===== config.mk =====
export PLATFORM = sky130hd
export DESIGN_NAME = serial_subtractor_flat
export DESIGN_NICKNAME = d
export VERILOG_FILES = /design/src/rtl/serial_subtractor_if.sv /design/src/rtl/serial_subtractor.sv /design/src/flat_wrapper.sv
export SDC_FILE = /design/constraint.sdc
export NUM_CORES = 1
export LEC_CHECK = 0
export CAP_MARGIN = 0
export CELL_PAD_IN_SITES_DETAIL_PLACEMENT = 1
export CELL_PAD_IN_SITES_GLOBAL_PLACEMENT = 1
export CORE_MARGIN = 5
export CORE_UTILIZATION = 44
export DETAILED_ROUTE_END_ITERATION = 16
export HOLD_SLACK_MARGIN = 0.15
export PLACE_DENSITY = 0.92
export SYNTH_ARGS = -nofsm -noshare
export SYNTH_HDL_FRONTEND = slang
export SYNTH_SLANG_ARGS = --single-unit

===== constraint.sdc =====
create_clock -name clk -period 3.4 [get_ports clk]
set_clock_uncertainty 0.15 [all_clocks]
set_input_delay 0.68 -clock clk [delete_from_list [all_inputs] [get_ports clk]]
set_output_delay 0.68 -clock clk [all_outputs]
set_load 0.01 [all_outputs]

===== src/rtl/serial_subtractor_if.sv =====
// Request/result bundle for the bit-serial subtractor: operands and start in,
// registered difference, flags and status out.
interface serial_subtractor_if #(
  parameter int WIDTH = 8
);
  logic             start;
  logic [WIDTH-1:0] a;
  logic [WIDTH-1:0] b;
  logic             bin;
  logic [WIDTH-1:0] d;
  logic             bout;
  logic             ovf;
  logic             busy;
  logic             done;

  modport master (
    output start, a, b, bin,
    input  d, bout, ovf, busy, done
  );

  modport slave (
    input  start, a, b, bin,
    output d, bout, ovf, busy, done
  );
endinterface


===== src/rtl/serial_subtractor.sv =====
// Bit-serial subtractor: one full-subtractor stage per clock, LSB first,
// WIDTH clocks per operation, results held until the next completion.
module serial_subtractor #(
  parameter int WIDTH = 8
) (
  input  logic                 clk,
  input  logic                 rst_n,
  serial_subtractor_if.slave   bus
);
  localparam int CW = $clog2(WIDTH + 1);

  typedef enum logic [1:0] {IDLE, RUN, DONE} state_t;

  state_t           state_q, state_d;
  logic [WIDTH-1:0] a_sh_q, a_sh_d;
  logic [WIDTH-1:0] b_sh_q, b_sh_d;
  logic [WIDTH-1:0] res_q, res_d;
  logic             br_q, br_d;
  logic [CW-1:0]    cnt_q, cnt_d;
  logic             a_msb_q, a_msb_d;
  logic             b_msb_q, b_msb_d;
  logic [WIDTH-1:0] d_q, d_d;
  logic             bout_q, bout_d;
  logic             ovf_q, ovf_d;

  logic diff_bit;
  logic br_nxt;

  assign diff_bit = a_sh_q[0] ^ b_sh_q[0] ^ br_q;
  assign br_nxt   = (~a_sh_q[0] & b_sh_q[0]) | (~(a_sh_q[0] ^ b_sh_q[0]) & br_q);

  always_comb begin
    state_d = state_q;
    a_sh_d  = a_sh_q;
    b_sh_d  = b_sh_q;
    res_d   = res_q;
    br_d    = br_q;
    cnt_d   = cnt_q;
    a_msb_d = a_msb_q;
    b_msb_d = b_msb_q;
    d_d     = d_q;
    bout_d  = bout_q;
    ovf_d   = ovf_q;

    case (state_q)
      IDLE, DONE: begin
        if (bus.start) begin
          a_sh_d  = bus.a;
          b_sh_d  = bus.b;
          br_d    = bus.bin;
          res_d   = '0;
          cnt_d   = '0;
          a_msb_d = bus.a[WIDTH-1];
          b_msb_d = bus.b[WIDTH-1];
          state_d = RUN;
        end else begin
          state_d = IDLE;
        end
      end
      RUN: begin
        a_sh_d = a_sh_q >> 1;
        b_sh_d = b_sh_q >> 1;
        br_d   = br_nxt;
        res_d  = {diff_bit, res_q[WIDTH-1:1]};
        cnt_d  = cnt_q + CW'(1);
        // Last bit: publish the shifted-in result directly so d is valid in DONE.
        if (cnt_q == CW'(WIDTH - 1)) begin
          d_d     = {diff_bit, res_q[WIDTH-1:1]};
          bout_d  = br_nxt;
          ovf_d   = (a_msb_q != b_msb_q) & (diff_bit != a_msb_q);
          state_d = DONE;
        end
      end
      default: state_d = IDLE;
    endcase
  end

  always_ff @(posedge clk or negedge rst_n) begin
    if (!rst_n) begin
      state_q <= IDLE;
      a_sh_q  <= '0;
      b_sh_q  <= '0;
      res_q   <= '0;
      br_q    <= 1'b0;
      cnt_q   <= '0;
      a_msb_q <= 1'b0;
      b_msb_q <= 1'b0;
      d_q     <= '0;
      bout_q  <= 1'b0;
      ovf_q   <= 1'b0;
    end else begin
      state_q <= state_d;
      a_sh_q  <= a_sh_d;
      b_sh_q  <= b_sh_d;
      res_q   <= res_d;
      br_q    <= br_d;
      cnt_q   <= cnt_d;
      a_msb_q <= a_msb_d;
      b_msb_q <= b_msb_d;
      d_q     <= d_d;
      bout_q  <= bout_d;
      ovf_q   <= ovf_d;
    end
  end

  assign bus.d    = d_q;
  assign bus.bout = bout_q;
  assign bus.ovf  = ovf_q;
  assign bus.busy = (state_q == RUN);
  assign bus.done = (state_q == DONE);
endmodule


===== src/flat_wrapper.sv =====
// flat-port wrapper written by rule: the top's interface ports become plain ports
module serial_subtractor_flat 
#(
  parameter int WIDTH = 8
)
  (clk, rst_n, bus_start, bus_a, bus_b, bus_bin, bus_d, bus_bout, bus_ovf, bus_busy, bus_done);
  serial_subtractor_if #(.WIDTH(WIDTH)) bus_i ();
  input  logic clk;
  input  logic rst_n;
  input wire logic [$bits(bus_i.start)-1:0] bus_start;
  input wire logic [$bits(bus_i.a)-1:0] bus_a;
  input wire logic [$bits(bus_i.b)-1:0] bus_b;
  input wire logic [$bits(bus_i.bin)-1:0] bus_bin;
  output wire logic [$bits(bus_i.d)-1:0] bus_d;
  output wire logic [$bits(bus_i.bout)-1:0] bus_bout;
  output wire logic [$bits(bus_i.ovf)-1:0] bus_ovf;
  output wire logic [$bits(bus_i.busy)-1:0] bus_busy;
  output wire logic [$bits(bus_i.done)-1:0] bus_done;
  assign bus_i.start = bus_start;
  assign bus_i.a = bus_a;
  assign bus_i.b = bus_b;
  assign bus_i.bin = bus_bin;
  assign bus_d = bus_i.d;
  assign bus_bout = bus_i.bout;
  assign bus_ovf = bus_i.ovf;
  assign bus_busy = bus_i.busy;
  assign bus_done = bus_i.done;
  serial_subtractor #(.WIDTH(WIDTH)) u_core (.clk(clk), .rst_n(rst_n), .bus(bus_i));
endmodule

* Word-level counts from Yosys, hierarchy flattened
Cells that the tools add are included.
** Word-level totals
- Register bits after elaboration :: 43
- Latch bits :: 0
- Memory bits (writable) :: 0
- Bits in read-only memories :: 0
- Input port bits :: 20
- Output and inout port bits :: 12
- Logic and storage cells :: 46
- Memories :: 0
** Operators by class
- Add/subtract/negate cells :: 1
- Multiply operators :: 0
- Divide/modulo/power cells :: 0
- $lt $le $gt $ge :: 0
- Equality and inequality tests :: 7
- Shifts and indexed selects :: 0
- Multiplexer cells :: 13
- Bitwise gates (word level) :: 8
- Reduce and logical (&&, ||, !) cells :: 6
** Operator list (count)
- 8-bit case mux with 2 select lines :: 3
- 8-bit 2-to-1 mux :: 3
- 4-bit case mux with 2 select lines :: 1
- 2-bit AND reduction :: 3
- 4-bit by 1-bit adder with 4-bit output, second input constant :: 1
- 4-bit by 3-bit == test with 1-bit output, second input constant :: 1
- 4-bit 2-to-1 mux :: 1
- 2-bit case mux with 2 select lines :: 1
- 1-bit AND :: 3
- 2-bit by 1-bit == test with 1-bit output, second input constant :: 1
- 2-bit == test, second input constant :: 1
- 2-bit zero test :: 1
- 1-bit 2-to-1 mux :: 2
- 2-bit 2-to-1 mux :: 1
- 1-bit != test :: 2
- 2-bit by 1-bit != test with 1-bit output, second input constant :: 1
- 2-bit != test, second input constant :: 1
- 1-bit inverter :: 2
- 1-bit case mux with 2 select lines :: 1
- 2-bit nonzero test :: 1
- 2-bit OR reduction :: 1
- 1-bit XOR :: 2
- 1-bit OR :: 1

* Depth between registers and ports, before layout
Gate-level depths: netlist (run 1).
- Depth after elaboration :: 5
- Gate-level depth with buffers :: 7
- Gate-level depth less buffers :: 5

* Worst setup path before layout (run 1)
No wires, ideal clock.
- Path kind :: register -> output
- Start point :: register u_core.state_q[1]
- End point :: output port bus_busy
- Arrival :: 0.949 ns
- Required time :: 2.570 ns
- Path slack :: 1.621 ns
- Cell stages (with the launch flop) :: 6
- Path buffers :: 3
- Cell sequence :: dfrtp_1 -> nand2b_1 -> buf_6 -> inv_2 -> buf_4 -> buf_6
** On the way
- Word-level cells in the longest chain between the ends :: 1
** Ends and longest elaborated chain
- start, declared :: line serial_subtractor.sv:14 : state_t state_q, state_d;
- start signal, assigned :: line serial_subtractor.sv:92 : state_q <= state_d;
- 2-bit by 1-bit == test with 1-bit output :: line serial_subtractor.sv:109 : assign bus.busy = (state_q == RUN);
- end, declared :: line flat_wrapper.sv:17 : output wire logic [$bits(bus_i.busy)-1:0] bus_busy;
No other way between the ends.

* Worst setup path after layout (run 1)
Ends and elaborated chain as after synthesis.

==> results of run 1 <==
sequential cells by signal, indices dropped and copies added (netlist names):
register,flops
u_core.a_msb_q,1
u_core.a_sh_q,8
u_core.b_msb_q,1
u_core.b_sh_q,8
u_core.br_q,1
u_core.bus.bout,1
u_core.bus.d,8
u_core.bus.ovf,1
u_core.cnt_q,4
u_core.res_q,7
u_core.state_q,2
cells by family after synthesis:
kind of cell / count (synthesis)
muxes: 12
xor gates and xnor gates: 1
adders and majority gates: 2
and+or+nand+nor: 48
AOI/OAI and AO/OA: 28
DFF: 42
buffers and inverters: 15
layout by cell type, fill, tap and decap left out:
cell,synthesis,layout
clkbuf_8,0,8
nand2_1,23,23
clkdlybuf4s50_1,0,30
nand2b_1,3,3
xnor2_1,1,1
nor3_4,1,1
nor2_1,3,3
a221o_1,2,2
buf_2,3,1
buf_4,1,2
ha_1,1,1
o21ai_0,1,1
a22oi_1,13,13
nor2b_1,2,2
fa_1,1,1
inv_1,3,3
nor3_1,1,1
and2b_1,1,1
a22o_1,11,11
dfrtp_1,42,42
mux2_4,8,8
mux2i_1,3,3
o22ai_1,1,1
nand3_1,13,13
nand4_1,1,1
inv_2,1,1
mux2_2,1,1
power breakdown:
group / switching [W] / internal [W]
sequential: 0.000153 / 0.000718
clock: 0.000161 / 0.000205
combinational: 0.000416 / 0.000422
worst min-delay path by stage:
stage                     startpoint                to  slack, ps  cells after the start
global route         u_core.bus.d[5]   u_core.bus.d[5]        400                      1
floorplan                      rst_n    u_core.a_msb_q        230                      0
finish              u_core.a_sh_q[3]  u_core.a_sh_q[3]        350                      2
detailed placement  u_core.a_sh_q[3]  u_core.a_sh_q[3]        340                      2
CTS                 u_core.a_sh_q[3]  u_core.a_sh_q[3]        350                      2
global placement    u_core.a_sh_q[5]  u_core.a_sh_q[5]        330                      2
layout make-up:
cell class	instances	area (um2)	share of cell area [%]
inverters	4	15.0	0.678
repair buffers	33	320	14.5
clock buffers	8	110	4.97
flip-flops and latches	42	1050	47.4
well taps	50	62.6	2.82
multi-input cells	91	657	29.6
worst max-delay path: stages, from the launching register on:
cell	delay, ps
dfrtp_1	370
nand2b_1	510
inv_2	170
clkdlybuf4s50_1	550
stage by stage:
stage                     setup WS (ps)  total power [W]
after floorplan                    1620          0.00145
final                               674          0.00207
after global routing                560          0.00222
after global placement             1000          0.00163
after detailed placement            953          0.00173
after CTS                           636          0.00210
routing by layer:
metal / vias to the layer above / routed length (um)
met4: 0 / 96
met3: 9 / 233
met5: - / 0
li1: 577 / -
met2: 43 / 1980
met1: 646 / 1730
==> metrics, run 1 <==
Final GP Congestion 0.782; Static Leak 1.03 nW; Synth Area in Simple Gates 12.7%; H-tree depth 2; post-route ant nets 0; Fin. Hold Viols 0; largest net degree at the start of global routing 43; Tcrit/Tclk final 80.2%; EDFF count, synth 0; CTS buffer count 5; syn avg cell area 12.2 um2; Slew Limit Fails 0; Vias 1,275; met3 Use GR 5.14%; area share of fa/ha/maj cells after synthesis 1.80%; diode count 0; largest family of logic cells by synthesized area simple AND/OR/NAND/NOR gates; Avg WL per Cell 17.7 um; design area 0.00222 mm2; Req. time, crit path 2570 ps; GR Overflow Total 0; Yosys cell types 28; I/O pin total 32; Compound-Gate Fraction of Synth Area 12.5%; RSZ-0062 raised after global routing no; post_cts resized 0; Syn Std Cell Area 0.00181 mm2; crit-path max FO 17; Post-Route WL 4040 um; worst r2r dst u_core.br_q; Post-Layout Cell Count 228; worst r2r src u_core.state_q[0]; Sink Count 42; GR Util met2 28.0%; Root Driver clkbuf_8; NumNets Final 199; CP arrival 1900 ps; final core utilization 55.4%; Finish-stage setup viols 0; crit path from u_core.state_q[1]; vias in the first global route 1,423; CTS max path bufs 2; Worst setup endpoint bus_busy; met1 GRT Util 21.8%; final hold slack 353 ps; DP HPWL 2900 um; core region area 0.00400 mm2; most frequent cell after synthesis dfrtp_1; Main synth FF type dfrtp_1; Total Routing Usage GR 17.2%; Fmax 367 MHz; Initial Util 45.1%; crit end category output port; measured slew at the worst slew-check pin 921 ps; share of post-route cells with drive strength above 1 12.4%; sequential share of the synthesized area 58.2%; global-route wire length before repair 7020 um; die footprint 0.00548 mm2; FF-to-FF setup slack 1060 ps; FF+latch count, synth 42; Site Rows 23; port buffer count 31; WS Path Type reg2out; Power Density 936 mW/mm2; cells after synthesis 148; drt pass-1 iters 4; Vias/cell 5.59; maxcap violations 0; Startpoint Class flip-flop; CTS tree yes; gr busiest metal met2; crit path time final 2730 ps; die span in x 74.1 um; hold buffers post-CTS 0; peak supply drop 389 uV; leading area contributor after synthesis dfrtp_1; worst hold path class reg2reg; DP Cell Count 220; clock slew seen by the registers of the worst setup and hold paths 70 ps; antenna violations before repair 0; async set-or-reset flop fraction in the synthesized netlist 100%; share of the synthesized area in the top cell type 58.2%; Mapped Nets 170; Worst slew margin 38.6%; Synth Area in XOR/XNOR 0.485%; placed cell area 0.00211 mm2; status completed; YS warnings 0; synth top area cells dfrtp_1, mux2_4, a22oi_1, a22o_1, nand2_1; DRC 0; list of most frequent post-synthesis cells dfrtp_1, nand2_1, a22oi_1, nand3_1, a22o_1; Die H 74.1 um; Clock Latency Late Sink 290 ps; Area Growth Syn to Fin 22.7%; fill count 416; mux contribution to synthesized area 8.94%; Worst Reg2Reg Path Length in Cells 5; setup TNS 0 ps; DR iter-0 viols 43; postcts setup bufs 0
Note: power is estimated with default switching activity, not from simulation.
==> run 2: changes to the inputs <==
- CORE_UTILIZATION: 44 -> 37
- PLACE_DENSITY: 0.92 -> 0.83
- clock period: 3.4 -> 2.2 ns (I/O delays scaled with it)
==> run 2 against run 1 <==
Final cell count rose by 10%. Sequential share of layout area is 1.4 points lower. Hold slack got worse by 8.2 ps. Register-to-register slack got worse by 710 ps. Utilization shrank 7.1 points. Design area increased by 3.0%. Total power increased by 58%. First-iteration DRC count grew 37%. Highest routed layer unchanged.
==> metrics, run 2 (synthesis gave the netlist of run 1 again) <==
Critical Path, Cell by Cell nand2b_1, inv_2, clkdlybuf4s50_1; status completed; share of post-route cells with drive strength above 1 14.7%; postcts setup bufs 0; max incr delay on CP 540 ps; I/O pin total 32; Post-Route WL 4170 um; crit path time final 2070 ps; slowest cell on the critical path clkdlybuf4s50_1; DP HPWL 3090 um; crit end category output port; GR Overflow Total 0; most common cell after layout, fill and taps aside dfrtp_1; worst hold path class reg2reg; RSZ-0062 raised after global routing no; fill count 508; design area 0.00228 mm2; die footprint 0.00638 mm2; Vias 1,286; Startpoint Class flip-flop; core region area 0.00472 mm2; Clock Latency Late Sink 290 ps; placed cell area 0.00216 mm2; Initial Util 38.2%; Worst slew margin 49.8%; WS Path Type reg2out; most frequent cells in the layout dfrtp_1, clkdlybuf4s50_1, nand2_1; Final GP Congestion 0.780; Fmax 484 MHz; port buffer count 31; Site Rows 25; switch share 34.9%; crit-path max FO 3; NumNets Final 205; CTS buffer count 5; Tcrit/Tclk final 94.0%; H-tree depth 2; Sink Count 42; Slew Limit Fails 0; Internal Power 0.00213 W; peak supply drop 404 uV; Avg WL per Cell 16.6 um; Req. time, crit path 1610 ps; die span in x 79.9 um; DP Cell Count 242; P_sw 0.00114 W; logic gate share of total power 41.1%; part of the power in the clock network 18.2%; Root Driver clkbuf_8; Total Routing Usage GR 14.6%; DR iter-0 viols 59; post_cts resized 0; WP buf/inv 2; Finish-stage setup viols 0; hold buffers post-CTS 1; diode count 0; largest net degree at the start of global routing 27; Fin. Hold Viols 0; measured slew at the worst slew-check pin 751 ps; CP arrival 1480 ps; CTS max path bufs 2; Static Leak 1.06 nW; post-route ant nets 0; Post-Layout Cell Count 251; global-route wire length before repair 7080 um; drt pass-1 iters 4; Vias/cell 5.12; antenna violations before repair 0; Area Growth Syn to Fin 26.5%; vias in the first global route 1,447; maxcap violations 0; Seq pwr share 40.8%; Die H 79.9 um; clock slew seen by the registers of the worst setup and hold paths 80 ps; setup TNS 0 ps; CTS tree yes; delay-heaviest family, CP buffers and inverters; Power Density 1430 mW/mm2; DRC 0
==> run 2: final cells by class <==
cell class	instances	area, um2	share of cell area (%)
clock buffers	5	68.8	3.01
repair buffers	39	368	16.1
clock inverters	3	40.0	1.75
multi-input cells	91	657	28.8
flip-flops and latches	42	1050	46.0
inverters	4	15.0	0.658
well taps	67	83.8	3.67
==> run 2: routing by layer <==
layer / track usage [%] / share of wire, %
met4: 4.05 / 1.7
met2: 25.0 / 49
met1: 17.5 / 44
met5: 0 / 0
met3: 4.97 / 5.3
==> run 2: power groups by stage <==
stage	registers, W	logic (W)	clock network [W]
floorplan	0.00132	0.000922	0
global placement	0.00132	0.00126	0
detailed placement	0.00135	0.00137	0
CTS	0.00134	0.00137	0.000612
global route	0.00138	0.00148	0.000652
finish	0.00133	0.00134	0.000595
==> run 2: tightest hold or removal path, cell delays in order (launching register included) <==
cell     delay [ps]
dfrtp_1         360
nand2_1          50
nand2_1          50
==> run 2: worst paths after layout <==
kind	start	endpoint	slack, ps	cells past startpoint
min	u_core.b_msb_q	u_core.b_msb_q	340	2
max in group asynchronous	rst_n	u_core.a_sh_q[0]	800	3
max	u_core.state_q[1]	bus_busy	130	3
min reg2reg	u_core.b_msb_q	u_core.b_msb_q	340	2
max reg2reg	u_core.state_q[0]	u_core.br_q	350	5
min in group asynchronous	rst_n	u_core.state_q[1]	540	2
==> run 2: per-stage QoR <==
stage                     utilization (%)  power, W  worst slack (ps)  hold slack, ps
after detailed placement             45.8   0.00272               104             329
after global placement               45.8   0.00258               223             310
after floorplan                         -   0.00224               649           -5.59
after CTS                            48.3   0.00332               113             351
final                                48.3   0.00327               133             345
after global routing                 48.3   0.00352              69.1             389
